`src/rtl/pipe_pkg.sv`:
```
// Shared pipeline types for the ID/EX operand stage: index/data widths,
// the PC register index, forward-select encoding and the EX bundle layout.
package pipe_pkg;

    localparam int REG_W     = 4;
    localparam int DATA_W    = 32;
    localparam int EX_CTRL_W = 10;

    localparam logic [REG_W-1:0] PC_REG = 4'hF;

    typedef enum logic [1:0] {
        FWD_RF  = 2'd0,
        FWD_MEM = 2'd1,
        FWD_WB  = 2'd2
    } fwd_sel_t;

    typedef struct packed {
        logic                 valid;
        logic                 regwrite;
        logic                 memtoreg;
        logic [REG_W-1:0]     rd;
        logic [EX_CTRL_W-1:0] ctrl;
        logic [DATA_W-1:0]    imm;
        logic [DATA_W-1:0]    opa;
        logic [DATA_W-1:0]    opb;
    } ex_bundle_t;

    // RAW match of one source against one producer; r15 reads PC+8 and never matches.
    function automatic logic raw_hit(
        input logic             id_valid,
        input logic             use_src,
        input logic             prod_valid,
        input logic             prod_write,
        input logic [REG_W-1:0] prod_rd,
        input logic [REG_W-1:0] src
    );
        return id_valid & use_src & prod_valid & prod_write &
               (prod_rd == src) & (src != PC_REG);
    endfunction

    function automatic logic [DATA_W-1:0] sel_operand(
        input fwd_sel_t          sel,
        input logic [DATA_W-1:0] rf_val,
        input logic [DATA_W-1:0] mem_val,
        input logic [DATA_W-1:0] wb_val
    );
        case (sel)
            FWD_MEM: return mem_val;
            FWD_WB:  return wb_val;
            default: return rf_val;
        endcase
    endfunction

endpackage

```
`src/rtl/operand_stage_hazard_detect.sv`:
```
// Combinational RAW hazard resolution: per-source forward selects and stall.
// OPERAND_FORWARD_EN selects bypassing; without it every in-flight producer stalls.
module hazard_detect
    import pipe_pkg::*;
(
    input  logic             id_valid,
    input  logic [REG_W-1:0] id_ra1,
    input  logic [REG_W-1:0] id_ra2,
    input  logic             id_use1,
    input  logic             id_use2,
    input  logic             ex_valid,
    input  logic             ex_regwrite,
    input  logic             ex_memtoreg,
    input  logic [REG_W-1:0] ex_rd,
    input  logic             mem_valid,
    input  logic             mem_regwrite,
    input  logic [REG_W-1:0] mem_rd,
    input  logic             wb_valid,
    input  logic             wb_regwrite,
    input  logic [REG_W-1:0] wb_rd,
    input  logic             flush,
    output fwd_sel_t         fwd1,
    output fwd_sel_t         fwd2,
    output logic             stall
);

    logic ld1, ld2, mem1, mem2, wb1, wb2;

    assign ld1  = raw_hit(id_valid, id_use1, ex_valid, ex_regwrite & ex_memtoreg, ex_rd, id_ra1);
    assign ld2  = raw_hit(id_valid, id_use2, ex_valid, ex_regwrite & ex_memtoreg, ex_rd, id_ra2);
    assign mem1 = raw_hit(id_valid, id_use1, mem_valid, mem_regwrite, mem_rd, id_ra1);
    assign mem2 = raw_hit(id_valid, id_use2, mem_valid, mem_regwrite, mem_rd, id_ra2);
    assign wb1  = raw_hit(id_valid, id_use1, wb_valid, wb_regwrite, wb_rd, id_ra1);
    assign wb2  = raw_hit(id_valid, id_use2, wb_valid, wb_regwrite, wb_rd, id_ra2);

`ifdef OPERAND_FORWARD_EN
    // EX/MEM holds the younger producer, so it is checked first.
    assign fwd1  = mem1 ? FWD_MEM : (wb1 ? FWD_WB : FWD_RF);
    assign fwd2  = mem2 ? FWD_MEM : (wb2 ? FWD_WB : FWD_RF);
    assign stall = (ld1 | ld2) & ~flush;
`else
    logic alu1, alu2;

    assign alu1  = raw_hit(id_valid, id_use1, ex_valid, ex_regwrite & ~ex_memtoreg, ex_rd, id_ra1);
    assign alu2  = raw_hit(id_valid, id_use2, ex_valid, ex_regwrite & ~ex_memtoreg, ex_rd, id_ra2);
    assign fwd1  = FWD_RF;
    assign fwd2  = FWD_RF;
    // WB is included: the register file writes on the same edge it would be read.
    assign stall = (ld1 | ld2 | alu1 | alu2 | mem1 | mem2 | wb1 | wb2) & ~flush;
`endif

endmodule

```
`src/rtl/operand_stage.sv`:
```
// ID/EX pipeline register with operand selection, bubble insertion and a
// saturating stall counter. Bypassing is enabled by defining OPERAND_FORWARD_EN.
module operand_stage
    import pipe_pkg::*;
#(
    parameter int CTRL_W = EX_CTRL_W,
    parameter int CNT_W  = 16
) (
    input  logic                clk,
    input  logic                reset,
    input  logic                id_valid,
    input  logic [REG_W-1:0]    id_ra1,
    input  logic [REG_W-1:0]    id_ra2,
    input  logic                id_use1,
    input  logic                id_use2,
    input  logic [REG_W-1:0]    id_rd,
    input  logic                id_regwrite,
    input  logic                id_memtoreg,
    input  logic [CTRL_W-1:0]   id_ctrl,
    input  logic [DATA_W-1:0]   id_imm,
    input  logic [DATA_W-1:0]   rd1,
    input  logic [DATA_W-1:0]   rd2,
    input  logic                mem_valid,
    input  logic                mem_regwrite,
    input  logic [REG_W-1:0]    mem_rd,
    input  logic [DATA_W-1:0]   mem_result,
    input  logic                wb_valid,
    input  logic                wb_regwrite,
    input  logic [REG_W-1:0]    wb_rd,
    input  logic [DATA_W-1:0]   wb_result,
    input  logic                flush,
    output logic                stall_id,
    output logic                ex_valid,
    output logic                ex_regwrite,
    output logic                ex_memtoreg,
    output logic [REG_W-1:0]    ex_rd,
    output logic [CTRL_W-1:0]   ex_ctrl,
    output logic [DATA_W-1:0]   ex_imm,
    output logic [DATA_W-1:0]   ex_opa,
    output logic [DATA_W-1:0]   ex_opb,
    output logic [CNT_W-1:0]    stall_count
);

    // Handshake: id_valid marks a real instruction; stall_id=1 means the
    // instruction is not taken this edge and decode must hold it unchanged.
    // flush outranks both and kills whatever would enter EX.

    ex_bundle_t        ex_q;
    fwd_sel_t          fwd1, fwd2;
    logic              raw_stall;
    logic [DATA_W-1:0] opa_sel, opb_sel;

    hazard_detect u_hazard (
        .id_valid     (id_valid),
        .id_ra1       (id_ra1),
        .id_ra2       (id_ra2),
        .id_use1      (id_use1),
        .id_use2      (id_use2),
        .ex_valid     (ex_q.valid),
        .ex_regwrite  (ex_q.regwrite),
        .ex_memtoreg  (ex_q.memtoreg),
        .ex_rd        (ex_q.rd),
        .mem_valid    (mem_valid),
        .mem_regwrite (mem_regwrite),
        .mem_rd       (mem_rd),
        .wb_valid     (wb_valid),
        .wb_regwrite  (wb_regwrite),
        .wb_rd        (wb_rd),
        .flush        (flush),
        .fwd1         (fwd1),
        .fwd2         (fwd2),
        .stall        (raw_stall)
    );

    // Selects are constant FWD_RF when bypassing is compiled out.
    assign opa_sel  = sel_operand(fwd1, rd1, mem_result, wb_result);
    assign opb_sel  = sel_operand(fwd2, rd2, mem_result, wb_result);
    assign stall_id = raw_stall & ~reset;

    always_ff @(posedge clk) begin
        if (reset) begin
            ex_q        <= '0;
            stall_count <= '0;
        end else begin
            if (stall_id && (stall_count != {CNT_W{1'b1}}))
                stall_count <= stall_count + CNT_W'(1);
            if (flush || stall_id) begin
                ex_q <= '0;
            end else begin
                ex_q.valid    <= id_valid;
                ex_q.regwrite <= id_regwrite;
                ex_q.memtoreg <= id_memtoreg;
                ex_q.rd       <= id_rd;
                ex_q.ctrl     <= id_ctrl;
                ex_q.imm      <= id_imm;
                ex_q.opa      <= opa_sel;
                ex_q.opb      <= opb_sel;
            end
        end
    end

    assign ex_valid    = ex_q.valid;
    assign ex_regwrite = ex_q.regwrite;
    assign ex_memtoreg = ex_q.memtoreg;
    assign ex_rd       = ex_q.rd;
    assign ex_ctrl     = ex_q.ctrl;
    assign ex_imm      = ex_q.imm;
    assign ex_opa      = ex_q.opa;
    assign ex_opb      = ex_q.opb;

endmodule

```
`config.mk`:
```
export PLATFORM = sky130hd
export DESIGN_NAME = operand_stage
export DESIGN_NICKNAME = d
export VERILOG_FILES = /design/src/rtl/pipe_pkg.sv /design/src/rtl/operand_stage_hazard_detect.sv /design/src/rtl/operand_stage.sv
export SDC_FILE = /design/constraint.sdc
export NUM_CORES = 1
export LEC_CHECK = 0
export CORE_AREA = 4 4 128 130
export DETAILED_ROUTE_END_ITERATION = 8
export DIE_AREA = 0 0 132 134
export PLACE_DENSITY = 0.87
export SYNTH_ARGS = -nofsm -noshare
export SYNTH_HDL_FRONTEND = slang
export SYNTH_HIERARCHICAL = 1
export SYNTH_SLANG_ARGS = --single-unit
```
`constraint.sdc`:
```
create_clock -name clk -period 3.18 [get_ports clk]
set_input_delay 0.318 -clock clk [delete_from_list [all_inputs] [get_ports clk]]
set_output_delay 0.318 -clock clk [all_outputs]
set_load 0.01 [all_outputs]
```
==> impl_results.md <==
- Clk_skew: 0.00793 ns
- Starting density of the core: 34.8%
- H-Tree Level Count: 4
- Post-DP HPWL: 15100 um
- Port bufs: 331
- Reg2Reg Setup Slack: 0.53 ns
- DIE AREA: 0.0177 mm2
- Post-CTS setup buffers: 0
- RSZ-0062 raised after global routing: no
- Kind of critical path: in2out
- CP endpoint kind: primary output
- RR Startpoint: ex_rd[0]
- Final Cycle Share: 91.7%
- P_sw: 1.09 mW
- Max_cap viols: 0
- #FFs+latches synth: 129
- Core ar.: 0.0151 mm2
- CP arrival: 2.60 ns
- FF-to-FF End: stall_count[13]
- Least-Margin Pin Slew: 0.737 ns
- Top-area cell type share of the netlist area: 49.0%
- Flop pwr share: 39.7%
- Routed len/inst: 17.5 um
- Post-synth EDFFs: 0
- Final Setup Violations: 0
- Drt first pass iters: 5
- Required time of the critical path: 2.86 ns
- GR Layer Usage met2: 38.2%
- Filler cells: 1230
- Sw frac: 25.4%
- Hold_buf cts: 0
- Status: complete, no violations
- Hold Worst Slack: 0.455 ns
- Startpoint Class: input pin
- Mean Syn Cell Area: 8.58 um2
- Hold crit path type: in2reg
- Worst Path Max Fanout: 7
- Initial antenna violation count: 0
- Post-route ant nets: 0
- Vias in the first global route: 5561
- Final critical-path required period: 2.92 ns
- Multi-input logic area: 0.00247 mm2
- Most crowded layer after global routing: met2
- CTS tree: done
- FF/Latch Area: 0.00258 mm2
- Clk buf depth: 2
- Syn. warnings: 6
- Initial drt markers: 315
- Final Wtd Congestion: 0.937
- Worst Hold Path EP: ex_imm[9]
- Pin count of the biggest net entering global routing: 65
- Hold path start: id_imm[9]
- Grt met1 use: 22.4%
- Cell Pwr Density: 462 mW/mm2
- Vias: 5780
- Die height: 134 um
- First-pass GRT wire length: 29800 um
- Final nets: 1137
- Final Max Tran Viols: 0
- Peak VDD IR: 0.000355 V
- Cell breakdown of the critical path: clkdlybuf4s50_1, nand4_1, nor2_1, nand4_1, o31ai_1, o21ai_1, a21oi_2, nand2b_4, buf_4, inv_1, clkdlybuf4s50_1
- CTS Sinks: 129
- Share of layout cells above drive strength 1: 5.10%
- Layout Utilization: 61.2%
- Cell Area, Synth: 0.00527 mm2
- All-Layer GR Usage: 21.5%
- Worst R2R Path Depth: 9
- Pre-CTS WS: -0.0616 ns
- P_int: 3.20 mW
- Lkg Pwr: 3.27 nW
- Setup ws final: 0.263 ns
- Routed WL: 19800 um
- Area leader, netlist: dfxtp_1
- Clock slew seen by the registers of the worst setup and hold paths: 0.06 ns
- # resized after CTS: 0
- Die width: 132 um
- Ant diodes: 0
- Clock share of power: 42.8%
- Largest cells by area after synthesis: dfxtp_1 49%, nor2_1 9.6%, a22oi_1 9.1%, a21oi_1 6.7%, and2_1 5.8%
- Ys flop type: dfxtp_1
- Via density: 5.12
- Site Rows: 45
- Fmax: 0.343 GHz
- Power share of the combinational group: 17.5%
- Area growth syn-to-layout: 76.1%
- Hold path depth: 2
- Netlist cell types: 39
- Remaining DRCs: 0
- Max-slew headroom: 50.3%
- CTS Buf Count: 17
- Fraction of registers with async set/reset: 0%
- I/O Pins: 332
- Clk_lat worst skew: 0.42 ns
- GRT overflow: 0
- Fin. Hold Viols: 0
- GR Util met3: 9.64%
- Post-synthesis sequential area ratio: 49.0%
- Crit-path max cell delay: 0.59 ns
- Root Driver: clkbuf_16
- Post-Synthesis Cells: 614
- Slowest-stage cell, CP: clkdlybuf4s50_1
==> stage by stage <==
step	power (mW)	setup TNS [ns]	instances	cell area (um2)
floorplan	2.02	0	617	5280
CTS	4.30	0	1130	9270
finish	4.29	0	1130	9270
detailed placement	2.44	-0.0963	1099	8710
global placement	2.43	0	1099	8710
global route	4.46	0	1130	9270
==> cells in the final DEF (no fill, tap or decap), types with 3 or more instances in the layout <==
master and count:
inv_1 12, ha_1 5, o31ai_1 4, nand4_1 12
clkinv_2 3, clkdlybuf4s50_1 331, or3_1 3, conb_1 4
xor2_1 7, and2_1 49, nand3_1 12, or4_1 4
o41ai_1 4, nor3_1 7, o21ai_0 3, a22oi_1 64
nor2_1 135, clkinvlp_4 3, buf_4 7, nor4_1 4
clkbuf_16 17, nand2_1 3, xnor2_1 18, inv_6 4
a21oi_1 70, dfxtp_1 129
==> layer usage <==
metal	vias to the layer above	wire, um
met5	-	0
met4	0	471
met3	37	2270
met2	313	9950
met1	2674	7110
li1	2756	-
==> state kept, by name, indices dropped and copies added (netlist names) <==
register and count:
ex_valid 1, ex_rd 4, ex_memtoreg 1, ex_imm 32
ex_opb 32, ex_opa 32, ex_ctrl 10, stall_count 16
ex_regwrite 1
==> Yosys cell counts, types with 2 or more instances <==
master,n
nand2_1,3
nand3_1,12
o311ai_0,2
a211oi_1,2
ha_1,5
or2_2,2
a21oi_1,71
nor3_1,8
xnor2_1,18
o31ai_1,4
dfxtp_1,129
nor4_1,4
or3_1,4
buf_2,2
or4_1,4
xor2_1,7
o41ai_1,4
nor2_1,135
and2_1,49
nand4_1,12
nor2b_1,2
o21ai_0,3
a22oi_1,64
buf_1,8
inv_1,12
buf_4,4
o21ai_1,2
clkbuf_1,30
mux2_2,2
==> power by group through the flow <==
stage	sequential [mW]	combinational (mW)	clock [mW]
after floorplan	1.77	0.255	0
after global placement	1.73	0.699	0
after detailed placement	1.74	0.708	0
after CTS	1.70	0.711	1.89
after global routing	1.71	0.804	1.95
final	1.70	0.750	1.84
==> logic make-up (layout without fill, tap and decap cells) <==
family / Yosys count / count (layout) / synth area share (%)
and+or+nand+nor: 239 / 239 / 21.6
muxes: 2 / 2 / 0.428
DFF: 129 / 129 / 49.0
xor gates and xnor gates: 25 / 25 / 4.16
AOI/OAI and AO/OA: 156 / 156 / 18.9
buffers and inverters: 57 / 382 / 4.54
other: 1 / 4 / 0.0712
adders and majority gates: 5 / 5 / 1.19
==> worst max path at each step <==
stage,startpoint,end,slack [ns]
6_report,id_valid,stall_id,0.26
5_1_grt,id_valid,stall_id,0.09
4_1_cts,id_ra2[3],stall_id,0.18
3_5_place_dp,id_ra2[3],stall_count[13],-0.06
3_3_place_gp,id_ra2[3],stall_count[13],0.02
2_1_floorplan,ex_rd[0],stall_count[13],0.59
==> worst max-delay path: cells and delay by family <==
family	cells	cell delay, ns
buffers and inverters	4	1.36
and+or+nand+nor	4	0.46
AOI/OAI and AO/OA	3	0.45
==> layout make-up <==
class,count,share of cell area (%)
clock buffers,17,4.59
well taps,188,2.54
flip-flops and latches,129,27.9
inverters,12,0.486
clock inverters,14,1.42
multi-input cells,431,26.6
repair buffers,339,36.5
Note: power is estimated with default switching activity, not from simulation.
